$ cat config.mk
export PLATFORM = sky130hd
export DESIGN_NAME = tiny_boot_loader
export DESIGN_NICKNAME = d
export VERILOG_FILES = /design/src/rtl/tiny_boot_loader.sv
export SDC_FILE = /design/constraint.sdc
export NUM_CORES = 1
export LEC_CHECK = 0
export ABC_CLOCK_PERIOD_IN_PS = 2600
export CAP_MARGIN = 40
export CORE_ASPECT_RATIO = 0.7
export CORE_UTILIZATION = 50
export DETAILED_ROUTE_END_ITERATION = 7
export PLACE_DENSITY_LB_ADDON = 0.3
export SYNTH_ARGS = -nofsm -noshare
export SYNTH_HDL_FRONTEND = slang
export SYNTH_SLANG_ARGS = --single-unit
$ cat constraint.sdc
create_clock -name clk -period 2.6 [get_ports clk]
set_input_delay 0.26 -clock clk [delete_from_list [all_inputs] [get_ports clk]]
set_output_delay 0.26 -clock clk [all_outputs]
set_load 0.05 [all_outputs]
$ cat src/rtl/tiny_boot_loader.sv
// Byte-stream program loader for the TinyMIPS blram: COUNT, {HI,LO} x N, CHK.
// Holds the core in reset while loading, then hands it the RAM port on a good checksum.
module tiny_boot_loader #(
  parameter int ADDR_W    = 8,
  parameter int BASE_ADDR = 0
) (
  input  logic              clk,
  input  logic              rst,
  input  logic              in_valid,
  input  logic [7:0]        in_data,
  output logic              in_ready,
  input  logic              cpu_wrEn,
  input  logic [ADDR_W-1:0] cpu_addr,
  input  logic [15:0]       cpu_data,
  output logic              ram_we,
  output logic [ADDR_W-1:0] ram_addr,
  output logic [15:0]       ram_din,
  output logic              cpu_rst,
  output logic              load_done,
  output logic              load_err
);

  localparam logic [2:0] S_IDLE = 3'd0;
  localparam logic [2:0] S_HI   = 3'd1;
  localparam logic [2:0] S_LO   = 3'd2;
  localparam logic [2:0] S_WR   = 3'd3;
  localparam logic [2:0] S_CHK  = 3'd4;
  localparam logic [2:0] S_RUN  = 3'd5;
  localparam logic [2:0] S_ERR  = 3'd6;

  logic [2:0]        r_state;
  logic              r_ready;
  logic [ADDR_W:0]   r_rem;
  logic [ADDR_W-1:0] r_ptr;
  logic [7:0]        r_sum;
  logic [7:0]        r_hi;
  logic [7:0]        r_lo;

  logic [2:0]        w_next;
  logic              w_xfer;
  logic [7:0]        w_sum_next;
  logic [ADDR_W:0]   w_count;

  assign w_xfer     = in_valid & r_ready;
  assign w_sum_next = r_sum + in_data;

  // A COUNT byte of zero encodes a full 2**ADDR_W word image.
  always_comb begin
    w_count = '0;
    if (in_data == 8'd0) w_count[ADDR_W] = 1'b1;
    else                 w_count = (ADDR_W+1)'(in_data);
  end

  always_comb begin
    w_next = r_state;
    case (r_state)
      S_IDLE: if (w_xfer) w_next = S_HI;
      S_HI:   if (w_xfer) w_next = S_LO;
      S_LO:   if (w_xfer) w_next = S_WR;
      S_WR:   w_next = (r_rem == (ADDR_W+1)'(1)) ? S_CHK : S_HI;
      S_CHK:  if (w_xfer) w_next = (w_sum_next == 8'd0) ? S_RUN : S_ERR;
      S_RUN:  w_next = S_RUN;
      S_ERR:  w_next = S_ERR;
      default: w_next = S_IDLE;
    endcase
  end

  // in_ready is registered from the next state so it reads 0 during reset.
  always_ff @(posedge clk) begin
    if (!rst) begin
      r_state <= S_IDLE;
      r_ready <= 1'b0;
      r_rem   <= '0;
      r_ptr   <= ADDR_W'(BASE_ADDR);
      r_sum   <= '0;
      r_hi    <= '0;
      r_lo    <= '0;
    end else begin
      r_state <= w_next;
      r_ready <= (w_next == S_IDLE) || (w_next == S_HI) ||
                 (w_next == S_LO)   || (w_next == S_CHK);
      case (r_state)
        S_IDLE: if (w_xfer) begin
          r_rem <= w_count;
          r_sum <= in_data;
        end
        S_HI: if (w_xfer) begin
          r_hi  <= in_data;
          r_sum <= w_sum_next;
        end
        S_LO: if (w_xfer) begin
          r_lo  <= in_data;
          r_sum <= w_sum_next;
        end
        S_WR: begin
          r_ptr <= r_ptr + 1'b1;
          r_rem <= r_rem - 1'b1;
        end
        default: ;
      endcase
    end
  end

  always_comb begin
    in_ready  = r_ready;
    ram_we    = 1'b0;
    ram_addr  = r_ptr;
    ram_din   = '0;
    cpu_rst   = 1'b1;
    load_done = 1'b0;
    load_err  = 1'b0;
    case (r_state)
      S_WR: begin
        ram_we  = 1'b1;
        ram_din = {r_hi, r_lo};
      end
      S_RUN: begin
        ram_we    = cpu_wrEn;
        ram_addr  = cpu_addr;
        ram_din   = cpu_data;
        cpu_rst   = 1'b0;
        load_done = 1'b1;
      end
      S_ERR: load_err = 1'b1;
      default: ;
    endcase
  end

endmodule
# ---- After elaboration in Yosys (flattened, before gate mapping)
# Index checks and enable logic that the tools add are counted.
# W data, S select, Z words.
dict set report op_classes {
  n_reduce_logical 14
  n_eq_ne 12
  bitwise 1
  addsub 3
  muxes 20
}
# op n
set ops {}
lappend ops {{$mux W8} 4}
lappend ops {{$pmux W16 S2} 1}
lappend ops {{$pmux W3 S7} 1}
lappend ops {{$pmux W9 S2} 1}
lappend ops {{$logic_not A8 Y1} 2}
lappend ops {{$pmux W8 S2} 1}
lappend ops {{$mux W3} 5}
lappend ops {{$eq A3 B3 Y1 const B} 4}
lappend ops {{$eq A3 B2 Y1 const B} 3}
lappend ops {{$eq A9 B1 Y1 const B} 1}
lappend ops {{$mux W9} 1}
lappend ops {{$sub A9 B1 Y9 const B} 1}
lappend ops {{$add A8 B1 Y8 const B} 1}
lappend ops {{$add A8 B8 Y8} 1}
lappend ops {{$eq A3 B1 Y1 const B} 2}
lappend ops {{$logic_not A3 Y1} 2}
lappend ops {{$reduce_and A2 Y1} 3}
lappend ops {{$mux W1} 4}
lappend ops {{$reduce_bool A2 Y1} 2}
lappend ops {{$logic_or A1 B1 Y1} 3}
lappend ops {{$reduce_and A3 Y1} 1}
lappend ops {{$mux W2} 1}
lappend ops {{$ne A2 B1 Y1 const B} 1}
lappend ops {{$ne A2 B2 Y1 const B} 1}
lappend ops {{other kinds (3)} 3}
dict set report totals {
  elab_cells 57
  reg_bits 45
  input_bits 36
  out_inout_bits 29
}

# ---- Longest topological paths before layout
# Gate-level depths: netlist of the first run.
dict set report depth {
  depth_word 9
  depth_mapped 7
  mapped_depth_nobuf 7
}

# ---- Least setup slack after synthesis of the first run
# No wires, ideal clock.
dict set report synth_path {
  path_type {register to output}
  startpoint {register r_state[2]}
  endpoint {output ram_din[10]}
  path_stages_with_launch 6
  slack_ns 0.139
  required_ns 2.340
  arrival_time_ns 2.201
  cell_sequence {dfxtp_1 > buf_2 > nand3_1 > inv_2 > buf_2 > a22o_1}
}
dict set report synth_via {
  elab_chain_len 2
}
# item line_no
set synth_rtl {}
lappend synth_rtl {{start, declared} 31} ;# logic [2:0] r_state;
lappend synth_rtl {{start signal, assigned} 79} ;# r_state <= w_next;
lappend synth_rtl {{$eq A3 B3 Y1 or $eq A3 B2 Y1 (tied branches)} 112} ;# case (r_state)
lappend synth_rtl {{$pmux W16 S2 (*)} 112}
lappend synth_rtl {{end, declared} 17} ;# output logic [15:0] ram_din,
# Every way passes the cells marked *; elsewhere a longest branch is shown, timed or not.

# ---- Worst setup path in the final report of the first run
dict set report layout_path {
  startpoint {register r_state[2]}
  endpoint {output ram_addr[4]}
}
dict set report layout_via {
  elab_chain_len 2
}
# item line_no
set layout_rtl {}
lappend layout_rtl {{$eq A3 B3 Y1} 112}
lappend layout_rtl {{$mux W8} 112}
lappend layout_rtl {{end, declared} 16} ;# output logic [ADDR_W-1:0] ram_addr,
# Every way passes these cells.

==> results, run 1 <==
- Counting the buffers created by CTS gives 5.
- The async set-reset flop share out of synthesis is 0.
- The total wirelength of the detailed-routed design is 7.693 mm.
- VDD sags by at most 248.5 uV.
- The worst setup path is launched from a flop.
- TritonCTS built the clock tree.
- For this run, the register share of the synthesized area comes to 0.3252.
- In this run the deepest clock path goes through 2 buffers.
- The height of the die is 64.28 um.
- The final weighted congestion in routability-driven placement is 0.9841.
- Static timing analysis puts the maximum clock frequency at 408.6 MHz.
- The number of different library cells in the post-synthesis netlist is 60.
- The total die area is 5847 um2.
- After layout, the design draws a total of 0.001620 W.
- Internal power comes to 0.001157 W.
- The number of antenna diodes in the final layout is 0.
- For this design the ratio of total power to cell area is 431.3 nW/um2.
- Pin placement for this block handled 65 I/O pins.
- For this run, the number of Yosys warnings is 0.
- Of the total power, combinational logic draws 0.209.
- The most used flip-flop cell after synthesis is dfxtp_1.
- In this run the horizontal extent of the chip is 90.97 um.
- The start point of the critical path is r_state[2].
- The first global-routing pass estimated 12.68 mm of wire.
- The critical setup path kind is reg -> out.
- The post-synthesis instance area is 2770 um2.
- In the final design database the tool counted 436 nets.
- After detailed routing, the average wire length per cell comes to 16.65 um.
- Adding up every negative setup slack in the final design gives 0 ps.
- In this run the most critical hold path is launched from r_rem[8].
- The count of final setup violators is 0.
- The classification of the worst-slack hold path is reg -> reg.
- At the worst endpoint, the required time is 2340 ps.
- Once placement finished, the instance area stood at 3641 um2.
- The maximum number of pins on one net before global-route repair is 27.
- After clock tree synthesis, the flow added hold-fix buffers numbering 0.
- STA puts the critical path data arrival time at 2190 ps.
- In this run, post-CTS repair resized a total of 0 instances.
- The clock network fraction of design power is 0.335.
- The number of antenna violations at the first check in global routing is 0.
- The fraction of layout cells with a size suffix above 1 is 0.1769.
- The leakage power is 1.417 nW.
- The number of synthesized flops with an enable pin is 0.
- The placement row count is 22.
- The post-route cell area is 3756 um2.
- The run finished with clean final reports.
- The number of slew-limit violations in the final report is 0.
- Relative to the synthesized area, the layout overhead comes to 35.59%.
- The worst setup path is captured at an output pin.
- Clock-pin slew was measured on the worst setup and hold paths at 90 ps.
- At the pin with the least slew margin, the transition time is 707.9 ps.
- The gate count of the mapped netlist is 324.
- The library cell used as clock root buffer is clkbuf_8.
- The number of routed nets with antenna violations is 0.
- After detailed routing, the number of remaining DRC violations is 0.
- The first-pass detailed-route iteration total is 4.
- The number of max-capacitance violations reported is 0.
- The H-tree level count is 2.
- The initial standard-cell utilization of the core is 0.5241.
- The total number of vias is 2759.
- The number of buffer cells added on primary ports is 64.
- The worst clock skew is 4.499 ps.
- The mean instance size in the synthesized netlist is 8.550 um2.
- The aggregate global-route resource usage is 0.2773.
- The core footprint is 5285 um2.
- For this design the total switching power over the nets is 0.0004631 W.
- The part of the cycle the worst path needs is 0.9413.
- The minimum clock period after layout is 2447 ps.
- The number of nets in the synthesized netlist is 371.
- The worst register-to-register path begins at r_sum[0].
- The number of global-route vias before repair is 2602.
- The detailed router finished its first iteration with 232 violations.
- CTS saw 45 sinks.
- The sum of overflow across all layers after global routing is 0.
- In this run, synthesis produced a sequential element count of 45.
- The total placed cells including tap cells is 454.
- Setup repair after global routing left no endpoint under its margin.
- In this run the tightest slew margin relative to its limit is 0.5281.
- The routed via count divided by cell count is 5.972.
- Of the total power, the share spent switching nets is 0.2858.
- In this run the worst path has a maximum fanout of 26.
- The number of standard cells in the final layout excluding fillers is 462.
- The final hold violation count was 0.
- The number of buffers inserted to repair setup after CTS is 0.
- The share of total power dissipated in sequential elements is 0.456.
- The source-to-sink clock delay at the later pin of the worst-skew pair is 310 ps.
- The HPWL after detailed placement is 5.640 mm.
[synth_stat cells (2+ instances only)]
cell | n | area, um2
buf_2 | 6 | 30.03
xnor2_1 | 4 | 35.03
nor4_2 | 3 | 37.54
buf_4 | 4 | 30.03
nand3_1 | 10 | 50.05
nand2_1 | 29 | 108.9
nand2b_1 | 3 | 18.77
a221oi_1 | 2 | 17.52
o21a_1 | 2 | 15.01
or3b_1 | 2 | 17.52
xor2_1 | 7 | 61.31
and2_1 | 2 | 12.51
o21ai_0 | 14 | 70.07
ha_1 | 10 | 125.1
a21oi_1 | 17 | 85.08
nor3b_1 | 3 | 22.52
nor2_1 | 46 | 172.7
nor2_4 | 2 | 22.52
a21o_1 | 5 | 37.54
dfxtp_1 | 45 | 900.9
inv_1 | 7 | 26.28
a31oi_1 | 5 | 31.28
o221ai_1 | 2 | 17.52
nor3_1 | 3 | 15.01
a311oi_1 | 5 | 43.79
a22o_1 | 16 | 140.1
nor4_1 | 4 | 25.02
mux2_2 | 9 | 101.4
nand3b_1 | 2 | 15.01
o22ai_1 | 2 | 12.51
mux2i_1 | 17 | 170.2
nand4_1 | 3 | 18.77
clkbuf_1 | 5 | 18.77
o21ai_1 | 2 | 10.01
[layer usage]
layer | GRT usage | routed length [um] | up-vias
li1 | - | - | 1308
met3 | 0.08333 | 660 | 14
met1 | 0.3801 | 3576 | 1323
met2 | 0.4223 | 3317 | 114
met4 | 0.07540 | 138 | 0
met5 | 0 | 0 | -
[final timing paths]
path                               endpoint  slack [ps]  depth (start not counted)
worst min-delay path               r_rem[8]         500                          2
worst min register to register     r_rem[8]         500                          2
worst max register to register   r_state[0]         470                          7
worst max-delay path            ram_addr[4]         150                          4
[critical path, stage by stage, from the launching register on]
cell and delay [ps]:
dfxtp_1 630, nand3_1 200, inv_2 440, mux2_2 420, buf_4 190
[power groups by stage]
stage / clock network (W) / registers [W] / logic [W]
2_1_floorplan: 0 / 0.000747 / 0.000211
3_3_place_gp: 0 / 0.000753 / 0.000321
3_5_place_dp: 0 / 0.000754 / 0.000330
4_1_cts: 0.000542 / 0.000738 / 0.000332
5_1_grt: 0.000584 / 0.000743 / 0.000368
6_report: 0.000543 / 0.000739 / 0.000338
[registers in the layout (all words and copies together) (netlist names)]
register,count
r_ptr,8
r_rem,9
r_hi,8
r_sum,8
r_lo,8
r_state,3
in_ready,1
[cell usage in the layout (no fill, tap or decap), types with 10 or more instances in the layout]
cell type | Yosys | layout
nor2_1 | 46 | 46
buf_12 | 0 | 17
nand2_1 | 29 | 29
ha_1 | 10 | 10
a22o_1 | 16 | 16
nand3_1 | 10 | 10
clkdlybuf4s50_1 | 0 | 38
dfxtp_1 | 45 | 45
mux2i_1 | 17 | 17
a21oi_1 | 17 | 17
o21ai_0 | 14 | 14
buf_4 | 4 | 19
[kinds of logic after synthesis]
group           share of synthesized area
simple gates                       0.2349
buf+inv                           0.04065
flops                              0.3252
fa+ha+maj                         0.05239
xor+xnor                          0.03478
compound gates                     0.2141
mux                               0.09801
[cell type report]
cell class | count | area [um2]
Multi-Input combinational cell | 255 | 1757
Fill cell | 422 | 1529
Sequential cell | 45 | 900.9
Timing Repair Buffer | 74 | 863.3
Tap cell | 72 | 90.09
Clock buffer | 5 | 68.82
Clock inverter | 3 | 46.29
Inverter | 8 | 30.03
[per-stage QoR]
step | util | hold slack [ps] | worst slack (ps)
final | 0.7107 | 495.6 | 152.7
after floorplan | - | 407.2 | 138.8
after global placement | 0.6889 | 455.3 | 137.4
after detailed placement | 0.6889 | 480.6 | 66.76
after CTS | 0.7107 | 493.0 | 164.2
after global routing | 0.7107 | 518.3 | 9.883
No activity file was read; power rests on OpenSTA's default activity.
==> run 2, diff against run 1 <==
--- a/config.mk
+++ b/config.mk
@@ -11,6 +11,7 @@
 export CORE_UTILIZATION = 50
 export DETAILED_ROUTE_END_ITERATION = 7
 export PLACE_DENSITY_LB_ADDON = 0.3
+export SKIP_CTS_REPAIR_TIMING = 1
 export SYNTH_ARGS = -nofsm -noshare
 export SYNTH_HDL_FRONTEND = slang
 export SYNTH_SLANG_ARGS = --single-unit
==> results of run 2 <==
Final layout, timing and power as in run 1 (identical DEF).
